### src/rtl/l4_fetch_unit.sv
// l4_fetch_unit
// Instruction-supply side of the lab 4 processor. It holds the program store,
// the program counter and the instruction register. It answers the control
// FSM's pc_en/ILin requests with decoded instruction fields.
//
// Ports
//   clk, reset        rising-edge clock; asynchronous active-high reset
//   pc_en, ILin       advance PC / latch IR (from the control FSM)
//   prog_valid/_data  loader word handshake; prog_ready = word accepted if valid
//   start, clear      (re)start execution at address 0 / discard program
//   operation,rx,ry,imm  instruction register fields
//   pc                current program counter (AW+1 bits, saturates at prog_len)
//   halted, overrun   HALT state flag; sticky fetch-past-end flag
module l4_fetch_unit #(
    parameter  int RA_W  = 2,
    parameter  int IMM_W = 4,
    parameter  int DEPTH = 16,
    localparam int AW    = $clog2(DEPTH),
    localparam int IW    = 3 + 2*RA_W + IMM_W
) (
    input  logic             clk,
    input  logic             reset,
    input  logic             pc_en,
    input  logic             ILin,
    input  logic             prog_valid,
    input  logic [IW-1:0]    prog_data,
    output logic             prog_ready,
    input  logic             start,
    input  logic             clear,
    output logic [2:0]       operation,
    output logic [RA_W-1:0]  rx,
    output logic [RA_W-1:0]  ry,
    output logic [IMM_W-1:0] imm,
    output logic [AW:0]      pc,
    output logic             halted,
    output logic             overrun
);

    localparam logic [2:0]    OP_HALT   = 3'b101;
    localparam logic [IW-1:0] HALT_WORD = {OP_HALT, {(IW-3){1'b0}}};
    localparam logic [AW:0]   DEPTH_C   = (AW+1)'(DEPTH);

    typedef enum logic [1:0] {S_PROG, S_RUN, S_HALT} state_t;

    state_t          r_state, w_state_nxt;
    logic [AW:0]     r_wr_ptr, w_wr_ptr_nxt;
    logic [AW:0]     r_prog_len, w_prog_len_nxt;
    logic [AW:0]     r_pc, w_pc_nxt;
    logic [IW-1:0]   r_ir, w_ir_nxt;
    logic            r_overrun, w_overrun_nxt;
    // Set when a HALT word has just been latched; HALT is entered one edge
    // later. A flag is used instead of decoding IR so that a restart from
    // HALT (which keeps the HALT word in IR) does not immediately re-halt.
    logic            r_halt_pend, w_halt_pend_nxt;

    logic [IW-1:0]   r_mem [DEPTH];

    logic            w_in_range;
    logic [IW-1:0]   w_fetch_word;
    logic            w_accept;
    logic [AW:0]     w_count;

    assign w_in_range   = (r_pc < r_prog_len);
    assign w_fetch_word = w_in_range ? r_mem[r_pc[AW-1:0]] : HALT_WORD;

    assign prog_ready   = (r_state == S_PROG) && (r_wr_ptr < DEPTH_C);
    // clear discards the store, so a word offered alongside it is dropped.
    assign w_accept     = prog_ready && prog_valid && !clear;
    // Word count seen by start includes a word accepted in the same cycle.
    assign w_count      = r_wr_ptr + {{AW{1'b0}}, w_accept};

    always_comb begin
        w_state_nxt     = r_state;
        w_wr_ptr_nxt    = r_wr_ptr;
        w_prog_len_nxt  = r_prog_len;
        w_pc_nxt        = r_pc;
        w_ir_nxt        = r_ir;
        w_overrun_nxt   = r_overrun;
        w_halt_pend_nxt = r_halt_pend;

        case (r_state)
            S_PROG: begin
                if (clear) begin
                    w_wr_ptr_nxt   = '0;
                    w_prog_len_nxt = '0;
                end else begin
                    if (w_accept) begin
                        w_wr_ptr_nxt = w_count;
                    end
                    if (start && (w_count != '0)) begin
                        w_prog_len_nxt  = w_count;
                        w_pc_nxt        = '0;
                        w_overrun_nxt   = 1'b0;
                        w_halt_pend_nxt = 1'b0;
                        w_state_nxt     = S_RUN;
                    end
                end
            end
            S_RUN: begin
                if (clear) begin
                    w_wr_ptr_nxt    = '0;
                    w_prog_len_nxt  = '0;
                    w_halt_pend_nxt = 1'b0;
                    w_state_nxt     = S_PROG;
                end else if (r_halt_pend) begin
                    w_halt_pend_nxt = 1'b0;
                    w_state_nxt     = S_HALT;
                end else begin
                    // With pc_en and ILin together, IR takes the word at the old pc.
                    if (ILin) begin
                        w_ir_nxt = w_fetch_word;
                        if (!w_in_range) begin
                            w_overrun_nxt = 1'b1;
                        end
                        if (w_fetch_word[IW-1 -: 3] == OP_HALT) begin
                            w_halt_pend_nxt = 1'b1;
                        end
                    end
                    if (pc_en && w_in_range) begin
                        w_pc_nxt = r_pc + 1'b1;
                    end
                end
            end
            S_HALT: begin
                if (clear) begin
                    w_wr_ptr_nxt   = '0;
                    w_prog_len_nxt = '0;
                    w_state_nxt    = S_PROG;
                end else if (start) begin
                    w_pc_nxt      = '0;
                    w_overrun_nxt = 1'b0;
                    w_state_nxt   = S_RUN;
                end
            end
            default: begin
                w_state_nxt = S_PROG;
            end
        endcase
    end

    always_ff @(posedge clk or posedge reset) begin
        if (reset) begin
            r_state     <= S_PROG;
            r_wr_ptr    <= '0;
            r_prog_len  <= '0;
            r_pc        <= '0;
            r_ir        <= '0;
            r_overrun   <= 1'b0;
            r_halt_pend <= 1'b0;
        end else begin
            r_state     <= w_state_nxt;
            r_wr_ptr    <= w_wr_ptr_nxt;
            r_prog_len  <= w_prog_len_nxt;
            r_pc        <= w_pc_nxt;
            r_ir        <= w_ir_nxt;
            r_overrun   <= w_overrun_nxt;
            r_halt_pend <= w_halt_pend_nxt;
        end
    end

    // Program store contents survive reset.
    always_ff @(posedge clk) begin
        if (w_accept) begin
            r_mem[r_wr_ptr[AW-1:0]] <= prog_data;
        end
    end

    assign operation = r_ir[IW-1 -: 3];
    assign rx        = r_ir[IW-4 -: RA_W];
    assign ry        = r_ir[IW-4-RA_W -: RA_W];
    assign imm       = r_ir[IMM_W-1:0];
    assign pc        = r_pc;
    assign halted    = (r_state == S_HALT);
    assign overrun   = r_overrun;

endmodule

### config.mk
export PLATFORM = sky130hd
export DESIGN_NAME = l4_fetch_unit
export DESIGN_NICKNAME = d
export VERILOG_FILES = /design/src/rtl/l4_fetch_unit.sv
export SDC_FILE = /design/constraint.sdc
export NUM_CORES = 1
export LEC_CHECK = 0
export ABC_AREA = 1
export CORE_MARGIN = 4
export CORE_UTILIZATION = 55
export DETAILED_ROUTE_END_ITERATION = 16
export HOLD_SLACK_MARGIN = 0.03
export PLACE_DENSITY = 0.82
export SYNTH_ARGS = -nofsm -noshare
export SYNTH_HDL_FRONTEND = slang
export SYNTH_SLANG_ARGS = --single-unit
### constraint.sdc
create_clock -name clk -period 2.2 [get_ports clk]
set_input_delay 0.44 -clock clk [delete_from_list [all_inputs] [get_ports clk]]
set_output_delay 0.44 -clock clk [all_outputs]
set_load 0.1 [all_outputs]
======== Word-level counts from Yosys, hierarchy flattened ========
Memory sizes are Yosys's and may differ from the RTL's.
Cells that the tools add are included.
word-level totals
  register bits after elaboration ......... 30
  RAM bits ................................ 176
  bits of input ports ..................... 18
  output and inout port bits .............. 19
  logic and storage cells ................. 89
  memories kept ........................... 1
cells by class
  add/sub/neg operators ................... 2
  order comparisons ....................... 2
  eq/ne operators ......................... 17
  muxes and demuxes ....................... 39
  bitwise gates (word level) .............. 2
  reduce and logical (&&, ||, !) cells .... 19
memory list
  name   words  width  read ports  clocked after Yosys merged registers in  wr ports  RTL line  text
  r_mem  16     11     1           0                                        1         56        logic [IW-1:0] r_mem [DEPTH];
operator list
  kind                 count
  $mux 5               12
  $pmux 5 s2           2
  $ne 2x2->1 const B   8
  $pmux 5 s3           1
  $mux 1               14
  $mux 2               6
  $mux 11              1
  $ne 3x3->1 const B   3
  $reduce_and 3->1     3
  $reduce_and 9->1     1
  $reduce_and 4->1     2
  $reduce_and 8->1     1
  $pmux 2 s3           1
  $add 5x1->5          1
  $add 5x1->5 const B  1
  $logic_and 1x1->1    5
  $lt 5x5->1           1
  $lt 5x5->1 const B   1
  $reduce_bool 5->1    1
  $ne 2x1->1 const B   2
  $reduce_bool 2->1    2
  $eq 3x3->1 const B   1
  $ne 3x2->1 const B   1
  $pmux 1 s3           1
  other kinds (8)      9

======== Logic depth before layout (Yosys ltp) ========
  depth after elaboration ................. 10
  depth in mapped cells ................... 19
  gate-level depth less buffers ........... 19

======== Worst setup path after synthesis ========
No wires, ideal clock.
  path kind ............................... reg-to-reg
  from .................................... register r_state[0]
  to ...................................... register r_halt_pend
  setup time .............................. 0.116 ns
  arrival ................................. 3.707 ns
  setup slack ............................. -1.623 ns
  stages on the path, launching flop included .. 19
  buffers on the path ..................... 0
  period minus slack after synthesis ...... 3.823 ns
  cells stage by stage .................... dfrtp_1 inv_1 ha_1 inv_1 nor2_1 nand2_1 nor2_1 ha_1 ha_1 nor2_1 nand3_1 nor2_1 nand2_1 nand3_1 nand2_1 o21ai_0 inv_1 nand2_1 nand2_1
between the ends
  word-level cells in the longest chain between the ends .. 9
  elaborated cells on any way between the ends .. 13
  those cells by class .................... 1 x add/sub; 3 x eq/ne; 1 x mux; 8 x reduce/logical
ends and longest elaborated chain
  item                            RTL line  text
  start: declaration              45        state_t r_state, w_state_nxt;
  start signal: assignment        151       r_state <= w_state_nxt;
  $logic_not 2->1                 66        assign prog_ready = (r_state == S_PROG) && (r_wr_ptr < DEPTH_C);
  $logic_and 1x1->1               66
  via prog_ready                  27        output logic prog_ready,
  $logic_and 1x1->1 (2 in a row)  68        assign w_accept = prog_ready && prog_valid && !clear;
  $add 5x1->5                     70        assign w_count = r_wr_ptr + {{AW{1'b0}}, w_accept};
  $reduce_bool 5->1               90        if (start && (w_count != '0)) begin
  $logic_and 1x1->1               90
  $ne 2x1->1 (no line)            n/a
  $reduce_and 3->1 (no line)      n/a
  end signal: assignment          157       r_halt_pend <= w_halt_pend_nxt;
  end: declaration                54        logic r_halt_pend, w_halt_pend_nxt;
The timed path passes the listed nets, and every way through them passes these cells.
A chain may end at the register's enable or synchronous reset.

======== Final worst setup path ========
  from .................................... register r_state[1]
  to ...................................... register r_halt_pend
between the ends
  word-level cells in the longest chain between the ends .. 9
  elaborated cells on any way between the ends .. 13
  those cells by class .................... 1 x add/sub; 3 x eq/ne; 1 x mux; 8 x reduce/logical
ends and longest elaborated chain
  item                            RTL line
  $logic_not 2->1                 66, 81
  $logic_and 1x1->1               66
  $logic_and 1x1->1 (2 in a row)  68
  $add 5x1->5                     70
  $reduce_bool 5->1               90
  $logic_and 1x1->1               90
  $ne 2x1->1 (no line)            n/a
  $reduce_and 3->1 (no line)      n/a
Parallel ways exist; a longest one is shown, timed or not.

==> flow_metrics.env <==
export IMPL_status="complete, but fails checks"
export IMPL_violations="setup timing"
export IMPL_holdBufCountCts=0
export IMPL_synth_seq_cells=206
export IMPL_grt_max_degree=92
export IMPL_port_buffers=36
export IMPL_path_cells="inv_2 > ha_4 > inv_4 > nor2_4 > nand2_2 > nor2_4 > ha_4 > buf_4 > nand3_1 > nand2_1 > nand2_2 > nor2_2 > nand2_2 > nand3_2 > nand2_4 > o21ai_2 > inv_1 > nand2_1 > nand2_1"
export IMPL_avgSynthCellArea_um2=11.1
export IMPL_drv_slew=0
export IMPL_holdWs_ns=0.358
export IMPL_internal_power_w=0.00786
export IMPL_finalNonFillerCells=1117
export IMPL_gp_congestion=0.863
export IMPL_clk_pin_slew_ns=0.06
export IMPL_cts_sinks=206
export IMPL_rr_startpoint="r_state[1]"
export IMPL_path_max_fanout=6
export IMPL_final_util_pct=68.7
export IMPL_hp_class="input pin to asynchronous set/reset pin"
export IMPL_syn_instance_count=797
export IMPL_syn_nets=827
export IMPL_syn_area_um2=8850
export IMPL_fmax_mhz=421
export IMPL_period_minus_slack_ns=2.37
export IMPL_leakage_nw=4.23
export IMPL_regArea_um2=6040
export IMPL_rsz0062_at_grt="yes"
export IMPL_fin_worst_skew_ns=0.0153
export IMPL_pwr_share_seq_pct=37.0
export IMPL_combPwrFrac_pct=36.7
export IMPL_cts_inserted_buffers=20
export IMPL_drcViolationCount=0
export IMPL_track_usage_pct=24.3
export IMPL_overflow=0
export IMPL_power_density_nw_per_um2=1150
export IMPL_grt_pass1_wl_um=33900
export IMPL_cts_root_buffer="clkbuf_16"
export IMPL_critPathMaxStageDelay_ns=0.39
export IMPL_dr_pass1_iters=5
export IMPL_diodes=0
export IMPL_drt_iter0_drc=959
export IMPL_multiInputGateArea_um2=2620
export IMPL_ios=37
export IMPL_finalHoldViolCount=0
export IMPL_ys_warn_count=0
export IMPL_relSlewSlack_pct=56.8
export IMPL_ant_nets=0
export IMPL_via_per_inst=5.81
export IMPL_finalSetupViolations=15
export IMPL_std_cell_rows=46
export IMPL_h_tree_depth=1
export IMPL_crit_arrival_ns=2.74
export IMPL_timing_final_crit_share_pct=108
export IMPL_swShare_pct=37.0
export IMPL_critPathSlowestCell="dfrtp_1"
export IMPL_p_switching_w=0.00461
export IMPL_hpwl_um=12800
export IMPL_clockPowerShare_pct=26.3
export IMPL_fillerInstances=1011
export IMPL_crit_type="flip-flop to flip-flop"
export IMPL_power_w=0.0125
export IMPL_tns_ns=-1.90
export IMPL_clock_path_buffers=3
export IMPL_seq_area_frac_synth_pct=68.2
export IMPL_worstPathRequired_ns=2.57
export IMPL_end_kind="flip-flop"
export IMPL_die_w_um=135
export IMPL_wirelength_um=22800
export IMPL_max_cap_violations=0
export IMPL_die_h_um=135
export IMPL_grt_pass1_vias=6292
export IMPL_worst_slack_ns=-0.173
export IMPL_antenna_found_initial=0
export IMPL_drive_gt1_share_pct=19.3
export IMPL_coreArea_um2=15800
export IMPL_cts_tree="yes"
export IMPL_r2r_cells=19
export IMPL_initial_core_util_pct=55.9
export IMPL_yosysUniqueCellTypes=30
export IMPL_nets=918
export IMPL_area_growth_synth_to_final_pct=22.8
export IMPL_dp_cells=1066
export IMPL_ir_drop_uv=883
export IMPL_ff2ff_setup_slack_ns=-0.17
export IMPL_start_kind="flip-flop"
export IMPL_r2r_end="r_halt_pend"
export IMPL_worst_slew_pin_slew_ns=0.646
export IMPL_die_area_um2=18200
export IMPL_wl_per_cell_um=20.4
export IMPL_vias=6493
export IMPL_clk_latency_ns=0.49
[stage by stage]
stage	worst slack, ns	area [um^2]
2_1_floorplan	-0.519	9020
3_3_place_gp	-0.169	10100
4_1_cts	-0.0204	10800
6_report	-0.173	10900
5_1_grt	-0.220	10900
3_5_place_dp	-0.249	10100
[cells by family (layout without fill, tap and decap cells)]
| kind of cell | Yosys count | after routing | share of synthesized area (%) |
|---|---|---|---|
| buffers and inverters | 94 | 196 | 5.17 |
| DFF | 206 | 206 | 68.2 |
| AOI/OAI and AO/OA | 115 | 116 | 7.52 |
| adders and majority gates | 12 | 12 | 1.70 |
| and+or+nand+nor | 367 | 368 | 17.1 |
| xor gates and xnor gates | 3 | 3 | 0.297 |
[metal layers]
layer / routed length (um) / part of all wire, % / vias up / GRT usage [%]
met5: 0 / 0 / - / 0
met4: 995 / 4.4 / 0 / 9.84
met2: 11300 / 50 / 413 / 40.1
li1: - / - / 2931 / -
met1: 8270 / 36 / 3068 / 32.3
met3: 2180 / 9.6 / 81 / 4.17
[worst max-delay path: cells and delay by family (launching register included)]
family                     cells  cell delay [ns]
and+or+nand+nor               12             1.12
DFF                            1             0.39
adders and majority gates      2             0.33
buffers and inverters          4             0.32
AOI/OAI and AO/OA              1             0.10
[layout make-up]
cell class	count	share of cell area, %
Sequential cell	206	55.5
Multi-Input combinational cell	499	24.1
Timing Repair Buffer	102	10.1
Clock buffer	30	5.24
Tap cell	216	2.49
Inverter	59	2.11
Clock inverter	5	0.437
[cells in the mapped netlist, drive strengths merged]
library cell    n  share of area, %
a21oi          46               2.6
a22oi          16               1.4
a31oi           2              0.21
a32o            7              0.79
buf            30               2.4
clkbuf          5              0.21
dfrtp          30               8.5
edfxtp        176                60
ha             12               1.7
inv            59               2.6
nand2         235                10
nand3          71               4.0
nand4           1             0.071
nor2           58               2.7
nor3            1              0.18
o21a            1             0.085
o21ai          43               2.4
or2             1             0.071
xor2            3              0.30
[layout by cell type, fill, tap and decap left out, types with 2 or more instances in the layout]
cell type          n
a21oi_1           44
a21oi_2            2
a22oi_1           16
a31oi_4            2
a32o_1             7
buf_12            23
buf_4             62
clkbuf_1           8
clkbuf_16         21
clkdlybuf4s50_1   17
clkinv_1           2
clkinv_2           2
dfrtp_1           29
edfxtp_1         176
ha_1               8
ha_4               3
inv_1             50
inv_2              7
nand2_1          222
nand2_2           11
nand2_4            3
nand3_1           68
nand3_2            3
nor2_1            34
nor2_2             8
nor2_4            16
o21ai_0           22
o21ai_1           18
o21ai_2            3
xor2_1             3
[repair_timing]
item / CTS / global route
resized for setup: 7 / 16
pin swaps: 10 / 12
setup endpoints to repair: 14 / 25
setup buffers: 6 / 8
cloned: 2 / 0
[power groups by stage]
stage | combinational (W) | sequential (W) | clock [W]
2_1_floorplan | 0.00237 | 0.00522 | 0
6_report | 0.00457 | 0.00461 | 0.00328
3_3_place_gp | 0.00386 | 0.00467 | 0
3_5_place_dp | 0.00400 | 0.00467 | 0
5_1_grt | 0.00488 | 0.00462 | 0.00347
4_1_cts | 0.00426 | 0.00460 | 0.00327
[sequential cells by signal (all words and copies together), names as in the netlist]
register     flops
pc               5
overrun          1
r_halt_pend      1
r_ir            11
r_prog_len       5
r_wr_ptr         5
r_state          2
r_mem          176
[worst max path at each step]
| stage | cells after the start | from | end |
|---|---|---|---|
| 2_1_floorplan | 18 | r_state[1] | r_state[0] |
| 3_3_place_gp | 15 | prog_valid | r_state[0] |
| 3_5_place_dp | 15 | prog_valid | r_state[0] |
| 4_1_cts | 18 | r_state[0] | r_halt_pend |
| 5_1_grt | 18 | r_state[1] | r_state[0] |
| 6_report | 19 | r_state[1] | r_halt_pend |
(Power assumes the default switching activity.)
